`src/rtl/rf_2p_be_arb_pkg.sv`:
```
// Shared encodings for rf_2p_be_arb: clear-engine FSM states and round-robin pointer.
package rf_2p_be_arb_pkg;

    typedef enum logic [1:0] {
        ST_IDLE  = 2'd0,
        ST_CLEAR = 2'd1,
        ST_DONE  = 2'd2
    } clr_state_e;

    // Pointer value names the requester that wins the next contention.
    typedef enum logic {
        RR_FAV0 = 1'b0,
        RR_FAV1 = 1'b1
    } rr_ptr_e;

endpackage

```
`src/rtl/rr_arb2.sv`:
```
// Two-requester round-robin arbiter; the pointer moves to the loser only on contention.
module rr_arb2
    import rf_2p_be_arb_pkg::*;
(
    input  logic       clk,
    input  logic       rst,
    input  logic       en,
    input  logic [1:0] req,
    output logic [1:0] gnt
);

    rr_ptr_e ptr_reg, ptr_next;

    always_comb begin
        gnt      = 2'b00;
        ptr_next = ptr_reg;
        if (en) begin
            if (req == 2'b11) begin
                if (ptr_reg == RR_FAV0) begin
                    gnt      = 2'b01;
                    ptr_next = RR_FAV1;
                end else begin
                    gnt      = 2'b10;
                    ptr_next = RR_FAV0;
                end
            end else begin
                gnt = req;
            end
        end
    end

    always_ff @(posedge clk or posedge rst) begin
        if (rst) begin
            ptr_reg <= RR_FAV0;
        end else begin
            ptr_reg <= ptr_next;
        end
    end

endmodule

```
`src/rtl/rf_2p_be_arb.sv`:
```
// Arbiter/sequencer for a two-port byte-enable register file with a zero-fill clear engine.
// Define RF_BYPASS_EN to make same-cycle read/write hits return the newly written bytes.
module rf_2p_be_arb
    import rf_2p_be_arb_pkg::*;
#(
    parameter  int Word_Width = 32,
    parameter  int Addr_Width = 8,
    localparam int Byte_Width = Word_Width >> 3
) (
    input  logic                  clk,
    input  logic                  rst,
    input  logic                  clr_start_i,
    output logic                  clr_busy_o,
    output logic                  clr_done_o,
    input  logic                  w0_req_i,
    input  logic [Addr_Width-1:0] w0_addr_i,
    input  logic [Word_Width-1:0] w0_data_i,
    input  logic [Byte_Width-1:0] w0_be_i,
    output logic                  w0_gnt_o,
    input  logic                  w1_req_i,
    input  logic [Addr_Width-1:0] w1_addr_i,
    input  logic [Word_Width-1:0] w1_data_i,
    input  logic [Byte_Width-1:0] w1_be_i,
    output logic                  w1_gnt_o,
    input  logic                  r0_req_i,
    input  logic [Addr_Width-1:0] r0_addr_i,
    output logic                  r0_gnt_o,
    output logic                  r0_vld_o,
    input  logic                  r1_req_i,
    input  logic [Addr_Width-1:0] r1_addr_i,
    output logic                  r1_gnt_o,
    output logic                  r1_vld_o,
    output logic [Word_Width-1:0] rd_data_o,
    output logic                  rf_cena_o,
    output logic [Addr_Width-1:0] rf_addra_o,
    input  logic [Word_Width-1:0] rf_dataa_i,
    output logic                  rf_cenb_o,
    output logic [Byte_Width-1:0] rf_wenb_o,
    output logic [Addr_Width-1:0] rf_addrb_o,
    output logic [Word_Width-1:0] rf_datab_o
);

    localparam logic [Addr_Width-1:0] CNT_LAST = {Addr_Width{1'b1}};

    clr_state_e            state_reg, state_next;
    logic [Addr_Width-1:0] cnt_reg, cnt_next;
    logic [1:0]            w_gnt, r_gnt, r_vld_reg;
    logic                  arb_en;
    logic [Addr_Width-1:0] w_addr;
    logic [Word_Width-1:0] w_data;
    logic [Byte_Width-1:0] w_be;

    always_comb begin
        state_next = state_reg;
        cnt_next   = cnt_reg;
        case (state_reg)
            ST_IDLE:  if (clr_start_i) state_next = ST_CLEAR;
            ST_CLEAR: begin
                cnt_next = cnt_reg + Addr_Width'(1);
                if (cnt_reg == CNT_LAST) state_next = ST_DONE;
            end
            ST_DONE:  state_next = ST_IDLE;
            default:  state_next = ST_IDLE;
        endcase
    end

    always_ff @(posedge clk or posedge rst) begin
        if (rst) begin
            state_reg <= ST_IDLE;
            cnt_reg   <= '0;
            r_vld_reg <= 2'b00;
        end else begin
            state_reg <= state_next;
            cnt_reg   <= cnt_next;
            r_vld_reg <= r_gnt;
        end
    end

    assign clr_busy_o = (state_reg == ST_CLEAR);
    assign clr_done_o = (state_reg == ST_DONE);

    // The sweep owns port B and grants are also held off on port A so no read races the fill.
    assign arb_en = !rst && (state_reg != ST_CLEAR);

    rr_arb2 u_warb (
        .clk (clk),
        .rst (rst),
        .en  (arb_en),
        .req ({w1_req_i, w0_req_i}),
        .gnt (w_gnt)
    );

    rr_arb2 u_rarb (
        .clk (clk),
        .rst (rst),
        .en  (arb_en),
        .req ({r1_req_i, r0_req_i}),
        .gnt (r_gnt)
    );

    assign {w1_gnt_o, w0_gnt_o} = w_gnt;
    assign {r1_gnt_o, r0_gnt_o} = r_gnt;
    assign {r1_vld_o, r0_vld_o} = r_vld_reg;

    assign w_addr = w_gnt[1] ? w1_addr_i : w0_addr_i;
    assign w_data = w_gnt[1] ? w1_data_i : w0_data_i;
    assign w_be   = w_gnt[1] ? w1_be_i   : w0_be_i;

    always_comb begin
        rf_cenb_o  = 1'b1;
        rf_wenb_o  = '1;
        rf_addrb_o = '0;
        rf_datab_o = '0;
        if (state_reg == ST_CLEAR) begin
            rf_cenb_o  = 1'b0;
            rf_wenb_o  = '0;
            rf_addrb_o = cnt_reg;
        end else if ((|w_gnt) && (|w_be)) begin
            rf_cenb_o  = 1'b0;
            rf_wenb_o  = ~w_be;
            rf_addrb_o = w_addr;
            rf_datab_o = w_data;
        end
    end

    always_comb begin
        rf_cena_o  = 1'b1;
        rf_addra_o = '0;
        if (|r_gnt) begin
            rf_cena_o  = 1'b0;
            rf_addra_o = r_gnt[1] ? r1_addr_i : r0_addr_i;
        end
    end

`ifdef RF_BYPASS_EN
    logic                  byp_hit_reg;
    logic [Word_Width-1:0] byp_data_reg;
    logic [Byte_Width-1:0] byp_be_reg;

    always_ff @(posedge clk or posedge rst) begin
        if (rst) begin
            byp_hit_reg  <= 1'b0;
            byp_data_reg <= '0;
            byp_be_reg   <= '0;
        end else begin
            byp_hit_reg  <= !rf_cena_o && !rf_cenb_o && (rf_addra_o == rf_addrb_o);
            byp_data_reg <= rf_datab_o;
            byp_be_reg   <= ~rf_wenb_o;
        end
    end

    for (genvar gi = 0; gi < Byte_Width; gi++) begin : g_byp
        assign rd_data_o[gi*8 +: 8] = (byp_hit_reg && byp_be_reg[gi]) ? byp_data_reg[gi*8 +: 8]
                                                                      : rf_dataa_i[gi*8 +: 8];
    end
`else
    assign rd_data_o = rf_dataa_i;
`endif

endmodule
```
`config.mk`:
```
export PLATFORM = sky130hd
export DESIGN_NAME = rf_2p_be_arb
export DESIGN_NICKNAME = d
export VERILOG_FILES = /design/src/rtl/rf_2p_be_arb_pkg.sv /design/src/rtl/rr_arb2.sv /design/src/rtl/rf_2p_be_arb.sv
export SDC_FILE = /design/constraint.sdc
export NUM_CORES = 1
export LEC_CHECK = 0
export BUFFER_PORTS_ARGS = -buffer_cell sky130_fd_sc_hd__clkbuf_2
export CORE_AREA = 2 2 91 93
export CTS_BUF_LIST = sky130_fd_sc_hd__clkbuf_8
export DETAILED_ROUTE_END_ITERATION = 8
export DIE_AREA = 0 0 93 95
export MAX_ROUTING_LAYER = met4
export PLACE_DENSITY = 0.58
export REMOVE_ABC_BUFFERS = 1
export SETUP_SLACK_MARGIN = 0.02
export SLEW_MARGIN = 20
export SYNTH_ARGS = -nofsm -noshare
export SYNTH_HDL_FRONTEND = slang
export SYNTH_HIERARCHICAL = 1
export SYNTH_SLANG_ARGS = --single-unit
```
`constraint.sdc`:
```
create_clock -name clk -period 5.35 [get_ports clk]
set_input_delay 0.535 -clock clk [delete_from_list [all_inputs] [get_ports clk]]
set_output_delay 0.535 -clock clk [all_outputs]
set_load 0.05 [all_outputs]
```
==> impl_metrics.toml <==
[logic_synthesis]
synth_top_cells_by_area = "dfrtp_1 (21%), a32oi_1 (16%), buf_4 (15%)"
register_bit_total_from_synthesis = 14
yosysSeqAreaShare_pct = 20.54
most_instantiated_library_cell_after_synthesis = "nor2_1"
yosysWarningCount = 6
synth_area_um2 = 1705
synth_top_area_share_pct = 20.54
synth_largest_area_cell = "dfrtp_1"
synth_flop_cell = "dfrtp_1"
syn-mean-instance-area_um2 = 7.546
synth-edff-count = 0
ys_types = 29
synth_async_sr_flop_share_pct = 100.0
synth.cells.most_frequent = "nor2_1 (36), buf_4 (33), a32oi_1 (32)"
synthCells = 226

[clocking]
htree_num_levels = 1
worst_setup_hold_path_clk_slew_ns = 0.06
ctsRootBufferMaster = "clkbuf_8"
cts.repair.resized = 0
post_cts.repair.setup_buffers = 0
clock_sinks = 14
clock_path_buffers = 2
hold_buffers = 0
clk-insertion-delay-late_ns = 0.24
cts-buffers-inserted = 3
cts_tree = "done"

[global_routing]
global_route_overflow = 0
grt_start_max_net_pins = 59
first_global_vias = 1980
grt_pass1_wl_um = 10220
grt_util_all_layers_pct = 15.39
antenna_found_initial = 0

[power]
psw_uw = 219.3
leakagePower_uw = 0.001177
share_clk_of_total_power_pct = 20.3
p_seq_share_pct = 33.6
power_switching_share_pct = 44.05
cell_internal_pwr_uw = 278.5
power_density_nw_per_um2 = 205.1
power.ir.vdd_worst_v = 0.00008538
comb_power_share_pct = 46.1

[floorplan]
rows = 33
die_area_um2 = 8835
io_pins = 237
initial_utilization_pct = 21.51
die_span_x_um = 93
dieHeight_um = 95
core_area_um2 = 7928

[finish]
fin_util_pct = 30.62
design.final.nets = 496
drive_gt1_share_pct = 51.85
final-instance-count-excl-fill = 456
finish.instance_area_um2 = 2427
nFillCells = 890
antenna_cells_inserted = 0
area_delta_synth_final_pct = 42.33
largest_reg_flops = 8

[timing]
slew_viol_final = 0
fin_crit_sh_pct = 70.46
rsz0062_at_grt = "false"
fin_tns_setup_ns = 0
tightest_slew_ns = 0.9858
fmax_mhz = 265.3
hold_violations = 0
final.setup_skew_ns = 0.004708
setup_viol_count_final = 0
slew-limit-headroom_pct = 34.14
final.hold.worst_slack_ns = 0.1387
layout_min_cycle_time_ns = 3.770

[worst_setup_path]
critical_path_arrival_ns = 3.23
worstSetupEndpointType = "output port"
critical_path_peak_fanout = 45
worst_path_max_delay_cell = "nor2b_4"
timing_worst_setup_path_type = "register to output port"
worst_ep_required_time_ns = 4.82
setup.worst_path.start_class = "register"
critical-path-max-stage-delay_ns = 0.84
critical_path.cell_chain = "nand2b_1 > clkinv_1 > nor2_1 > nand2_1 > a21oi_1 > nor2b_4 > a22oi_1 > o31ai_1 > clkbuf_2"

[place]
routabilityCongestion = 0.7889
post_placement_cell_area_um2 = 2371
detailedPlacementHpwl_um = 6004
dp_cells = 452
port_buffers = 172

[detailed_routing]
wl_per_cell_um = 15.95
ant_nets = 0
post-route-drc-count = 0
firstDrtPassIters = 4
num_vias = 2232
post_drt_via_cell_ratio = 4.895
dr.first_iter.drc_count = 68
finalWirelength_um = 7272

[run]
cap_viol_max_count = 0

[min_path]
min_path_type = "input port to async pin"

[outcome]
outcome = "complete, no violations"
==> worst max-delay path, delay by kind of cell, from the launching register on <==
family	cells	cell delay [ns]
flops	1	0.40
compound gates	3	0.63
simple gates	4	1.48
buf+inv	2	0.47
==> cell usage in the layout (no fill, tap or decap), drive strengths merged, types with 3 or more instances in the layout <==
master / netlist / routed
a22o: 7 / 7
xnor2: 7 / 7
nor2: 36 / 36
nand4: 3 / 3
buf: 42 / 3
clkbuf: 12 / 176
nor2b: 3 / 3
dfrtp: 14 / 14
inv: 6 / 5
a32oi: 32 / 32
o31ai: 8 / 8
a22oi: 8 / 8
nand2: 20 / 20
nand3: 4 / 4
a221oi: 4 / 4
a21oi: 4 / 4
==> through the flow <==
step | setup WS (ns) | power [µW]
6_report | 1.580 | 497.8
5_1_grt | 1.194 | 534.3
4_1_cts | 1.552 | 506.1
3_5_place_dp | 1.823 | 401.7
3_3_place_gp | 1.983 | 400.1
2_1_floorplan | -0.9475 | 312.8
==> cells by family after synthesis <==
| logic type | count (synthesis) | share of synthesized area [%] |
|---|---|---|
| AO/OA/AOI/OAI | 68 | 32.43 |
| XOR/XNOR | 8 | 4.109 |
| adder cells (fa/ha/maj) | 1 | 0.7336 |
| buffers and inverters | 60 | 22.23 |
| flip-flops | 14 | 20.54 |
| multiplexers | 1 | 1.321 |
| AND/OR/NAND/NOR | 74 | 18.64 |
==> per-layer routing <==
| layer | track usage, % | wire (µm) |
|---|---|---|
| met5 | - | 0 |
| met4 | 2.083 | 42 |
| met3 | 8.779 | 1090 |
| met2 | 23.07 | 3215 |
| met1 | 18.50 | 2923 |
==> final cells by class <==
class                      instances  area (µm²)  share of cell area [%]
multi-input combinational        152       984.7                   40.57
timing repair buffer             175       883.3                   36.39
sequential                        14       350.3                   14.43
tap                              105       131.4                   5.412
clock buffer                       4       55.05                   2.268
inverter                           6       22.52                  0.9278
==> power groups by stage <==
stage	Combinational (µW)	Clock, µW	Sequential (µW)
after global placement	231	0	169
after detailed placement	233	0	168
final	230	101	167
after global routing	251	110	173
after floorplan	154	0	159
after CTS	234	105	167
==> path summary, 6_finish.rpt <==
| check | start | endpoint | slack (ns) | depth (start not counted) |
|---|---|---|---|---|
| setup / recovery | state_reg[0]$_DFFE_PP0P_ | rf_addrb_o[5] | 1.58 | 9 |
| hold / removal | rst | u_warb/ptr_reg$_DFFE_PP0P_ | 0.14 | 2 |
| setup reg to reg | state_reg[0]$_DFFE_PP0P_ | r_vld_reg[1]$_DFF_PP0_ | 3.30 | 5 |
| hold reg to reg | state_reg[1]$_DFFE_PP0P_ | state_reg[0]$_DFFE_PP0P_ | 0.44 | 1 |
| max in group asynchronous | rst | cnt_reg[4]$_DFFE_PP0P_ | 4.72 | 2 |
| min in group clk | state_reg[1]$_DFFE_PP0P_ | state_reg[0]$_DFFE_PP0P_ | 0.44 | 1 |
No activity file was read; power rests on OpenSTA's default activity.
